### src/rtl/calc_display_pkg.sv
// Shared constants for the calculator front-panel display.
// Contents: active-high 7-segment codes {g,f,e,d,c,b,a} for hex digits,
// the all-segments-off pin pattern, scan timing defaults and the slot enum.
package calc_display_pkg;

  localparam logic [6:0] SEG_HEX_0 = 7'h3F;
  localparam logic [6:0] SEG_HEX_1 = 7'h06;
  localparam logic [6:0] SEG_HEX_2 = 7'h5B;
  localparam logic [6:0] SEG_HEX_3 = 7'h4F;
  localparam logic [6:0] SEG_HEX_4 = 7'h66;
  localparam logic [6:0] SEG_HEX_5 = 7'h6D;
  localparam logic [6:0] SEG_HEX_6 = 7'h7D;
  localparam logic [6:0] SEG_HEX_7 = 7'h07;
  localparam logic [6:0] SEG_HEX_8 = 7'h7F;
  localparam logic [6:0] SEG_HEX_9 = 7'h6F;
  localparam logic [6:0] SEG_HEX_A = 7'h77;
  localparam logic [6:0] SEG_HEX_B = 7'h7C;
  localparam logic [6:0] SEG_HEX_C = 7'h39;
  localparam logic [6:0] SEG_HEX_D = 7'h5E;
  localparam logic [6:0] SEG_HEX_E = 7'h79;
  localparam logic [6:0] SEG_HEX_F = 7'h71;

  // Active-low pin pattern with every segment dark.
  localparam logic [6:0] SEG_OFF = 7'h7F;

  localparam int unsigned DEFAULT_DIGITS       = 4;
  localparam int unsigned DEFAULT_PRESCALE     = 1000;
  localparam int unsigned DEFAULT_BLANK_CYCLES = 16;

  // Phase within a digit slot: anti-ghosting blank, then digit lit.
  typedef enum logic {
    SLOT_BLANK = 1'b0,
    SLOT_ON    = 1'b1
  } slot_e;

endpackage

### src/rtl/hex_to_seg7.sv
// Combinational hex nibble to active-high 7-segment code.
// Ports: nibble (4-bit hex digit in), seg_c (7-bit {g,f,e,d,c,b,a} code out).
module hex_to_seg7
  import calc_display_pkg::*;
(
  input  logic [3:0] nibble,
  output logic [6:0] seg_c
);

  always_comb begin
    seg_c = SEG_HEX_0;
    case (nibble)
      4'h0: seg_c = SEG_HEX_0;
      4'h1: seg_c = SEG_HEX_1;
      4'h2: seg_c = SEG_HEX_2;
      4'h3: seg_c = SEG_HEX_3;
      4'h4: seg_c = SEG_HEX_4;
      4'h5: seg_c = SEG_HEX_5;
      4'h6: seg_c = SEG_HEX_6;
      4'h7: seg_c = SEG_HEX_7;
      4'h8: seg_c = SEG_HEX_8;
      4'h9: seg_c = SEG_HEX_9;
      4'hA: seg_c = SEG_HEX_A;
      4'hB: seg_c = SEG_HEX_B;
      4'hC: seg_c = SEG_HEX_C;
      4'hD: seg_c = SEG_HEX_D;
      4'hE: seg_c = SEG_HEX_E;
      4'hF: seg_c = SEG_HEX_F;
      default: seg_c = SEG_HEX_0;
    endcase
  end

endmodule

### src/rtl/display_scanner.sv
// Multiplexed 7-segment scanner with double-buffered display value.
// Ports:
//   clock, reset       - system clock, synchronous active-high reset
//   load               - strobe capturing value/dp_mask into the pending buffer
//   value, dp_mask     - hex nibbles (digit 0 = LSB) and per-digit decimal points
//   blank_lz           - live leading-zero blanking enable
//   seg, dp, digit_sel - active-low segment, decimal point and digit enables
//   frame_start        - one-cycle pulse at each frame boundary
module display_scanner
  import calc_display_pkg::*;
#(
  parameter int unsigned DIGITS       = DEFAULT_DIGITS,
  parameter int unsigned PRESCALE     = DEFAULT_PRESCALE,
  parameter int unsigned BLANK_CYCLES = DEFAULT_BLANK_CYCLES
) (
  input  logic                  clock,
  input  logic                  reset,
  input  logic                  load,
  input  logic [4*DIGITS-1:0]   value,
  input  logic [DIGITS-1:0]     dp_mask,
  input  logic                  blank_lz,
  output logic [6:0]            seg,
  output logic                  dp,
  output logic [DIGITS-1:0]     digit_sel,
  output logic                  frame_start
);

  localparam int unsigned IDX_W = $clog2(DIGITS);
  localparam int unsigned PS_W  = $clog2(PRESCALE);
  localparam int unsigned VAL_W = 4 * DIGITS;

  logic [PS_W-1:0]   prescaler_q, prescaler_d;
  logic [IDX_W-1:0]  idx_q, idx_d;
  logic [VAL_W-1:0]  active_value_q, active_value_d;
  logic [DIGITS-1:0] active_dp_q, active_dp_d;
  logic [VAL_W-1:0]  pending_value_q, pending_value_d;
  logic [DIGITS-1:0] pending_dp_q, pending_dp_d;
  logic              pending_valid_q, pending_valid_d;
  logic [6:0]        seg_q, seg_d;
  logic              dp_q, dp_d;
  logic [DIGITS-1:0] digit_sel_q, digit_sel_d;
  logic              frame_start_q, frame_start_d;

  logic              frame_boundary_c;
  slot_e             slot_c;
  logic [3:0]        nibble_c;
  logic              dp_sel_c;
  logic              zero_run_c;
  logic              lz_blank_c;
  logic [6:0]        code_c;

  assign frame_boundary_c = (prescaler_q == '0) && (idx_q == '0);

  // Slot timing: prescaler wraps at PRESCALE-1, advancing the digit index.
  always_comb begin
    prescaler_d = prescaler_q + PS_W'(1);
    idx_d       = idx_q;
    if (prescaler_q == PS_W'(PRESCALE - 1)) begin
      prescaler_d = '0;
      idx_d       = (idx_q == IDX_W'(DIGITS - 1)) ? '0 : idx_q + IDX_W'(1);
    end
  end

  // Double buffer: active only changes at a frame boundary; a load landing
  // on the boundary itself goes straight to active and supersedes pending.
  always_comb begin
    active_value_d  = active_value_q;
    active_dp_d     = active_dp_q;
    pending_value_d = pending_value_q;
    pending_dp_d    = pending_dp_q;
    pending_valid_d = pending_valid_q;
    if (frame_boundary_c) begin
      if (load) begin
        active_value_d  = value;
        active_dp_d     = dp_mask;
        pending_valid_d = 1'b0;
      end else if (pending_valid_q) begin
        active_value_d  = pending_value_q;
        active_dp_d     = pending_dp_q;
        pending_valid_d = 1'b0;
      end
    end else if (load) begin
      pending_value_d = value;
      pending_dp_d    = dp_mask;
      pending_valid_d = 1'b1;
    end
  end

  // Digit data is taken from the next-active view so the boundary cycle
  // already shows the new frame even if no blank cycles are configured.
  always_comb begin
    nibble_c = '0;
    dp_sel_c = 1'b0;
    for (int i = 0; i < DIGITS; i++) begin
      if (idx_q == IDX_W'(i)) begin
        nibble_c = active_value_d[4*i +: 4];
        dp_sel_c = active_dp_d[i];
      end
    end
  end

  // Leading-zero blank: walk down from the top digit while nibbles stay zero.
  always_comb begin
    zero_run_c = 1'b1;
    lz_blank_c = 1'b0;
    for (int i = DIGITS - 1; i > 0; i--) begin
      zero_run_c = zero_run_c && (active_value_d[4*i +: 4] == 4'h0);
      if (idx_q == IDX_W'(i)) begin
        lz_blank_c = blank_lz && zero_run_c;
      end
    end
  end

  hex_to_seg7 u_hex_to_seg7 (
    .nibble (nibble_c),
    .seg_c  (code_c)
  );

  assign slot_c = (prescaler_q < PS_W'(BLANK_CYCLES)) ? SLOT_BLANK : SLOT_ON;

  // Pin values for the next cycle from the current slot phase.
  always_comb begin
    seg_d         = SEG_OFF;
    dp_d          = 1'b1;
    digit_sel_d   = '1;
    frame_start_d = frame_boundary_c;
    if (slot_c == SLOT_ON) begin
      digit_sel_d = ~(DIGITS'(1) << idx_q);
      seg_d       = lz_blank_c ? SEG_OFF : ~code_c;
      dp_d        = ~dp_sel_c;
    end
  end

  always_ff @(posedge clock) begin
    if (reset) begin
      prescaler_q     <= '0;
      idx_q           <= '0;
      active_value_q  <= '0;
      active_dp_q     <= '0;
      pending_value_q <= '0;
      pending_dp_q    <= '0;
      pending_valid_q <= 1'b0;
      seg_q           <= SEG_OFF;
      dp_q            <= 1'b1;
      digit_sel_q     <= '1;
      frame_start_q   <= 1'b0;
    end else begin
      prescaler_q     <= prescaler_d;
      idx_q           <= idx_d;
      active_value_q  <= active_value_d;
      active_dp_q     <= active_dp_d;
      pending_value_q <= pending_value_d;
      pending_dp_q    <= pending_dp_d;
      pending_valid_q <= pending_valid_d;
      seg_q           <= seg_d;
      dp_q            <= dp_d;
      digit_sel_q     <= digit_sel_d;
      frame_start_q   <= frame_start_d;
    end
  end

  assign seg         = seg_q;
  assign dp          = dp_q;
  assign digit_sel   = digit_sel_q;
  assign frame_start = frame_start_q;

endmodule

### config.mk
export PLATFORM = sky130hd
export DESIGN_NAME = display_scanner
export DESIGN_NICKNAME = d
export VERILOG_FILES = /design/src/rtl/calc_display_pkg.sv /design/src/rtl/hex_to_seg7.sv /design/src/rtl/display_scanner.sv
export SDC_FILE = /design/constraint.sdc
export NUM_CORES = 1
export LEC_CHECK = 0
export ABC_AREA = 0
export CAP_MARGIN = 0
export CORE_MARGIN = 5
export CORE_UTILIZATION = 55
export DETAILED_ROUTE_END_ITERATION = 12
export GPL_TIMING_DRIVEN = 0
export PLACE_DENSITY = 0.82
export SYNTH_ARGS = -nofsm -noshare
export SYNTH_HDL_FRONTEND = slang
export SYNTH_SLANG_ARGS = --single-unit
### constraint.sdc
create_clock -name clock -period 4 [get_ports clock]
set_input_delay 0.8 -clock clock [delete_from_list [all_inputs] [get_ports clock]]
set_output_delay 0.8 -clock clock [all_outputs]
set_load 0.02 [all_outputs]
======== Yosys cells after proc, flatten, opt, wreduce, memory -nomap -nowiden ========
Memory sizes are Yosys's and may differ from the RTL's.
Cells that the tools add are included.
word-level totals
  input port bits ......................... 24
  memories ................................ 1
  ROM bits ................................ 112
  logic and storage cells ................. 58
  flip-flop bits (word level) ............. 66
operators by class
  reduce and logical (&&, ||, !) cells .... 16
  multiplexer cells ....................... 18
  add/subtract/negate cells ............... 2
  bitwise operators ....................... 4
  shift operators ......................... 1
  magnitude comparators ................... 1
  equality and inequality tests ........... 4
memories
  name              depth  bits a word  rd ports  clocked after Yosys merged registers in  write ports  line               text
  (name not given)  16     7            1         0                                        0            hex_to_seg7.sv:12  case (nibble)
operators with widths
  cell                   number
  $mux 16                3
  $mux 4                 7
  $logic_not 4->1        3
  $add 10x1->10 const B  1
  $eq 10x10->1 const B   1
  $logic_not 10->1       1
  $lt 10x5->1 const B    1
  $mux 1                 7
  $not 7->7              1
  $logic_and 1x1->1      6
  $reduce_or 2->1        3
  $eq 2x2->1 const B     2
  $not 4->4              1
  $shl 1x2->4 const A    1
  $reduce_or 3->1        1
  $add 2x1->2 const B    1
  $eq 2x1->1 const B     1
  $logic_not 2->1        1
  $mux 2                 1
  $not 1->1              2
  $reduce_and 2->1       1

======== Depth between registers and ports, before layout ========
Gate-level depths: netlist of the first run.
  word-level depth ........................ 9
  gate-level depth with buffers ........... 15
  gate-level depth less buffers ........... 13

======== Cells and area by module ========
From an unflattened synthesis of the first run, not the netlist that was laid out.
second synthesis, totals
  cell total of the unflattened synthesis .. 346
  area total of the unflattened synthesis .. 3246.9 µm²
modules (own cells, without submodules)
  module           area each (µm²)  seq. area each (µm²)  instances  cells each
  display_scanner  2956.6           1321.3                1          313
  hex_to_seg7      290.3            0.0                   1          33

======== Worst setup path before layout of the first run ========
Ideal clock, no wire load.
  kind .................................... input to register
  start point ............................. input load
  end point ............................... register seg_q[1], in the netlist seg[1]
  arrival ................................. 3221 ps
  stages on the path ...................... 12
  path slack .............................. 659 ps
  cell sequence ........................... clkbuf_1 -> nand4_1 -> buf_2 -> buf_2 -> o22ai_1 -> a21oi_1 -> o2111ai_1 -> ha_1 -> a2111oi_0 -> or4_1 -> nor2_1 -> a211o_1
between the ends
  longest elaborated chain between the ends .. 8
RTL lines
  what                                                 line                                           text
  start: declaration                                   display_scanner.sv:18                          input logic load,
  $mux 16 (*)                                          display_scanner.sv:73                          if (load) begin
  $mux 16 (*)                                          display_scanner.sv:72                          if (frame_boundary_c) begin
  $mux 4 / $logic_not 4->1 (equally long branches)     display_scanner.sv:95, display_scanner.sv:107
  $mux 4, or another cell as far along (3 in a row)    display_scanner.sv:95                          if (idx_q == IDX_W'(i)) begin
  $mem_v2 16x7 / $mux 1 (equally long branches)        n/a
  $not 7->7 / $reduce_or 3->1 (equally long branches)  n/a
  end signal: assignment                               display_scanner.sv:155                         seg_q <= seg_d;
  end: declaration                                     display_scanner.sv:39                          logic [6:0] seg_q, seg_d;
Every way passes the cells marked *; elsewhere a longest branch is shown, timed or not.
A chain may end at the register's enable or synchronous reset.

======== Worst setup path after layout of the first run ========
  start point ............................. register idx_q[0]
  end point ............................... register seg_q[1], in the netlist seg[1]
between the ends
  longest elaborated chain between the ends .. 9
RTL lines
  what                                                 line                                           text
  start: declaration                                   display_scanner.sv:33                          logic [IDX_W-1:0] idx_q, idx_d;
  start signal: assignment                             display_scanner.sv:149                         idx_q <= idx_d;
  $logic_not 2->1                                      display_scanner.sv:52, display_scanner.sv:95
  $logic_and 1x1->1                                    display_scanner.sv:52                          assign frame_boundary_c = (prescaler_q == '0) && (idx_q == '0);
  $mux 16                                              display_scanner.sv:72
  $mux 4 / $logic_not 4->1 (equally long branches)     display_scanner.sv:95, display_scanner.sv:107
  $mux 4, or another cell as far along (3 in a row)    display_scanner.sv:95
  $mem_v2 16x7 / $mux 1 (equally long branches)        n/a
  $not 7->7 / $reduce_or 3->1 (equally long branches)  n/a
Several ways; a longest one is shown, not always the timed one.

==> results.toml, run 1 <==
[status]
status = "completed"

[logic_synthesis]
post_synth_most_frequent_cells = "66 x sky130_fd_sc_hd__dfxtp_1, 61 x sky130_fd_sc_hd__nor2_1, 60 x sky130_fd_sc_hd__nand2_1"
synth_top_family_by_area = "simple AND/OR/NAND/NOR gates"
synth-edff-count = 0
ys_seq_area_share_pct = 38.21
synth_mux_area_share_pct = 0.8683
synthesis.instances = 433
post-synth-top-count-cell = "sky130_fd_sc_hd__dfxtp_1"
yosys.area_share.adder_pct = 4.342
synth-warning-count = 0
asyncSetResetFlopFracSynth_pct = 0
syn-num-nets = 469
synthXorXnorAreaFrac_pct = 1.266
ys_seq_elements = 66
synth_area_leader_cell = "sky130_fd_sc_hd__dfxtp_1"
synth_top_cell_area_share_pct = 38.21
ys.flop_type = "sky130_fd_sc_hd__dfxtp_1"
fraction_of_the_mapped_netlist_area_in_compound_gates_pct = 23.91
yosysUniqueCellTypes = 66
yosys.area_share.simple_pct = 25.72
post_synth.cell_area_avg_um2 = 7.987
yosys-top-cells-area = "sky130_fd_sc_hd__dfxtp_1 38%, sky130_fd_sc_hd__nor2_1 6.6%, sky130_fd_sc_hd__nand2_1 6.5%"
synth_area_mm2 = 0.003458

[timing]
clock-skew-final_ns = 0.006246
timing_max_transition_violations_final = 0
tns_ns = 0
timing.final.setup_violations = 0
finalWorstSetupSlack_ns = 0.2554
post-route-period-util_pct = 93.62
tightest_slew_ns = 0.6180
fmaxAchievable_mhz = 267.1
relSlewSlack_pct = 58.80
hold_violations = 0
final_period_demand_of_the_worst_path_ns = 3.745
rsz0062_at_grt = "false"

[worst_setup_path]
worst_path_fanout_max = 9
timing.critical_path.from_type = "flop"
end_kind = "flop"
critPathArrivalTime_ns = 3.97
crit_type = "reg -> reg"
r2r_start = "idx_q[0]$_SDFFE_PP0P_"
startpoint = "idx_q[0]$_SDFFE_PP0P_"
timing.critical_path.required_ns = 4.23

[finish]
finalNetCount = 520
final_standard_cell_count_with_taps_included_and_fillers_excluded = 564
n_antenna_cell = 0
layout_cell_share_with_drive_strength_beyond_1_pct = 10.02
postLayoutCellArea_mm2 = 0.004159
fillers = 519
synthToLayoutAreaGrowth_pct = 20.26

[clock_tree]
clock_path_buffers = 2
tritoncts_clock_tree = "built"
tritoncts.num_buffers = 9
clock_latency_late_sink_ns = 0.34
clk_pin_slew_worst_paths_ns = 0.07
cts.root.buffer_cell = "sky130_fd_sc_hd__clkbuf_8"
h_tree_levels = 3
clk_sink_count = 66

[routing]
postRouteAntennaNets = 0
post_drt_wl_per_cell_um = 17.78
detail_route.wirelength_um = 10030
first_drt_iteration_drcs = 328
detailroute.via_count = 3504
via_per_inst = 6.213
drcViolationCount = 0
drt-pass1-iter-count = 5

[die]
ioPinCount = 37
area_of_the_die_mm2 = 0.007974
design.core.area_mm2 = 0.006026
floorplan.initialDensity_pct = 57.39
die_h_um = 89.30
die_w_um = 89.30
row_count = 28

[pwr]
finalPower_mw = 1.664
leakagePower_nw = 1.560
max_vdd_drop_mv = 0.2486
power-per-cell-area_mw_per_mm2 = 400.1

[grt]
antenna_found_initial = 0
global_route.usage.total_pct = 26.59
via_count_of_the_first_global_routing_pass = 3343
overflow = 0
largest_net_degree_at_the_start_of_global_routing = 11
wire_length_of_the_first_global_routing_pass_um = 16210

[run]
cap_viol_max_count = 0

[place]
placement.setup.worst_slack_ns = -0.5860
place_area_mm2 = 0.003913
dp.cells = 544
post-dp-hpwl_um = 7127
port_buffers = 36
gp_routability_congestion = 0.9642

[worst_hold_path]
hold_path.class = "reg -> reg"
worstHoldStart = "pending_value_q[4]$_SDFFE_PP0P_"
[sequential cells by signal, summed over array words and instances (netlist names)]
| register | cells |
|---|---|
| seg | 7 |
| dp | 1 |
| active_value_q | 16 |
| prescaler_q | 10 |
| pending_value_q | 16 |
| idx_q | 2 |
| active_dp_q | 4 |
| frame_start | 1 |
| pending_dp_q | 4 |
| pending_valid_q | 1 |
| digit_sel | 4 |
[layout by cell type (no fill, tap or decap), types with 4 or more instances in the layout]
cell type | netlist | layout
sky130_fd_sc_hd__nand2_1 | 60 | 60
sky130_fd_sc_hd__a2111oi_0 | 4 | 4
sky130_fd_sc_hd__clkbuf_1 | 17 | 18
sky130_fd_sc_hd__nand4_1 | 6 | 6
sky130_fd_sc_hd__nor2_1 | 61 | 61
sky130_fd_sc_hd__and3_1 | 4 | 4
sky130_fd_sc_hd__ha_1 | 12 | 12
sky130_fd_sc_hd__buf_4 | 2 | 6
sky130_fd_sc_hd__clkbuf_8 | 0 | 12
sky130_fd_sc_hd__nor3_1 | 14 | 14
sky130_fd_sc_hd__o22ai_1 | 22 | 22
sky130_fd_sc_hd__nand3_1 | 9 | 9
sky130_fd_sc_hd__a21oi_1 | 31 | 30
sky130_fd_sc_hd__o22a_1 | 7 | 7
sky130_fd_sc_hd__a31oi_1 | 6 | 6
sky130_fd_sc_hd__inv_1 | 14 | 14
sky130_fd_sc_hd__nand2b_1 | 6 | 6
sky130_fd_sc_hd__clkdlybuf4s50_1 | 0 | 36
sky130_fd_sc_hd__o21ai_0 | 11 | 11
sky130_fd_sc_hd__o221ai_1 | 4 | 4
sky130_fd_sc_hd__dfxtp_1 | 66 | 66
sky130_fd_sc_hd__or2_2 | 5 | 5
[stage by stage]
step	util [%]	hold slack, ns
after floorplan	-	0.4258
after global placement	64.93	0.4412
after detailed placement	64.93	0.4417
after CTS	68.06	0.4516
after global routing	69.02	0.4812
final	69.02	0.4511
[critical path: stages, from the launching register on]
cell and delay, ns:
sky130_fd_sc_hd__dfxtp_1 0.42, sky130_fd_sc_hd__inv_1 0.09, sky130_fd_sc_hd__ha_1 0.34, sky130_fd_sc_hd__nor4bb_4 0.22, sky130_fd_sc_hd__buf_4 0.16, sky130_fd_sc_hd__buf_4 0.13
sky130_fd_sc_hd__nand4_2 0.24, sky130_fd_sc_hd__o22ai_1 0.16, sky130_fd_sc_hd__a222oi_1 0.46, sky130_fd_sc_hd__o2111ai_4 0.21, sky130_fd_sc_hd__ha_1 0.39, sky130_fd_sc_hd__a2111oi_0 0.34
sky130_fd_sc_hd__or4_1 0.18, sky130_fd_sc_hd__nor2_1 0.04, sky130_fd_sc_hd__a211o_1 0.27
[layer usage]
layer  up-vias  wire length, µm  global-route usage [%]
met5         -                0                       0
met4         0              249                   11.91
met3        28              803                   4.885
met2       165             4682                   42.93
met1      1656             4290                   34.58
li1       1655                -                       -
[final cells by class]
type | count | area (µm²) | share of cell area, %
timing repair buffer | 40 | 390.4 | 9.386
inverter | 14 | 52.55 | 1.264
clock buffer | 14 | 172.7 | 4.152
multi-input combinational | 325 | 1968 | 47.32
sequential | 66 | 1321 | 31.77
buffer | 28 | 150.1 | 3.610
tap | 75 | 93.84 | 2.256
clock inverter | 2 | 10.01 | 0.2407
[path summary, 6_finish.rpt]
| kind | slack [ns] | cells past startpoint | to |
|---|---|---|---|
| min | 0.45 | 2 | pending_value_q[4]$_SDFFE_PP0P_ |
| max | 0.26 | 14 | seg[1]$_SDFF_PP1_ |
| max reg2reg | 0.26 | 14 | seg[1]$_SDFF_PP1_ |
| min reg2reg | 0.45 | 2 | pending_value_q[4]$_SDFFE_PP0P_ |
[repair_timing]
item / CTS / global route
setup buffers: 0 / 4
gates resized for setup: 1 / 7
pin swaps: 0 / 3
setup endpoints to repair: 2 / 3
hold buffers: 0 / 0
[cells by family (layout without fill, tap and decap cells)]
kind of cell,Yosys count,in the layout
flip-flops,66,66
XOR/XNOR,5,5
adder cells (fa/ha/maj),12,12
AND/OR/NAND/NOR,186,186
buffers and inverters,42,98
multiplexers,3,3
AO/OA/AOI/OAI,119,119
[power breakdown]
group / total, mW / internal [mW] / switching (mW)
combinational: 0.409 / 0.169 / 0.240
clock: 0.527 / 0.275 / 0.252
sequential: 0.728 / 0.700 / 0.0277
Note: power is estimated with default switching activity, not from simulation.
==> inputs of run 2 (changes only) <==
Settings changed: CTS_CLUSTER_SIZE set to 28.
==> results of run 2 <==
No change in the layout: final DEF, timing and power equal those of run 1.
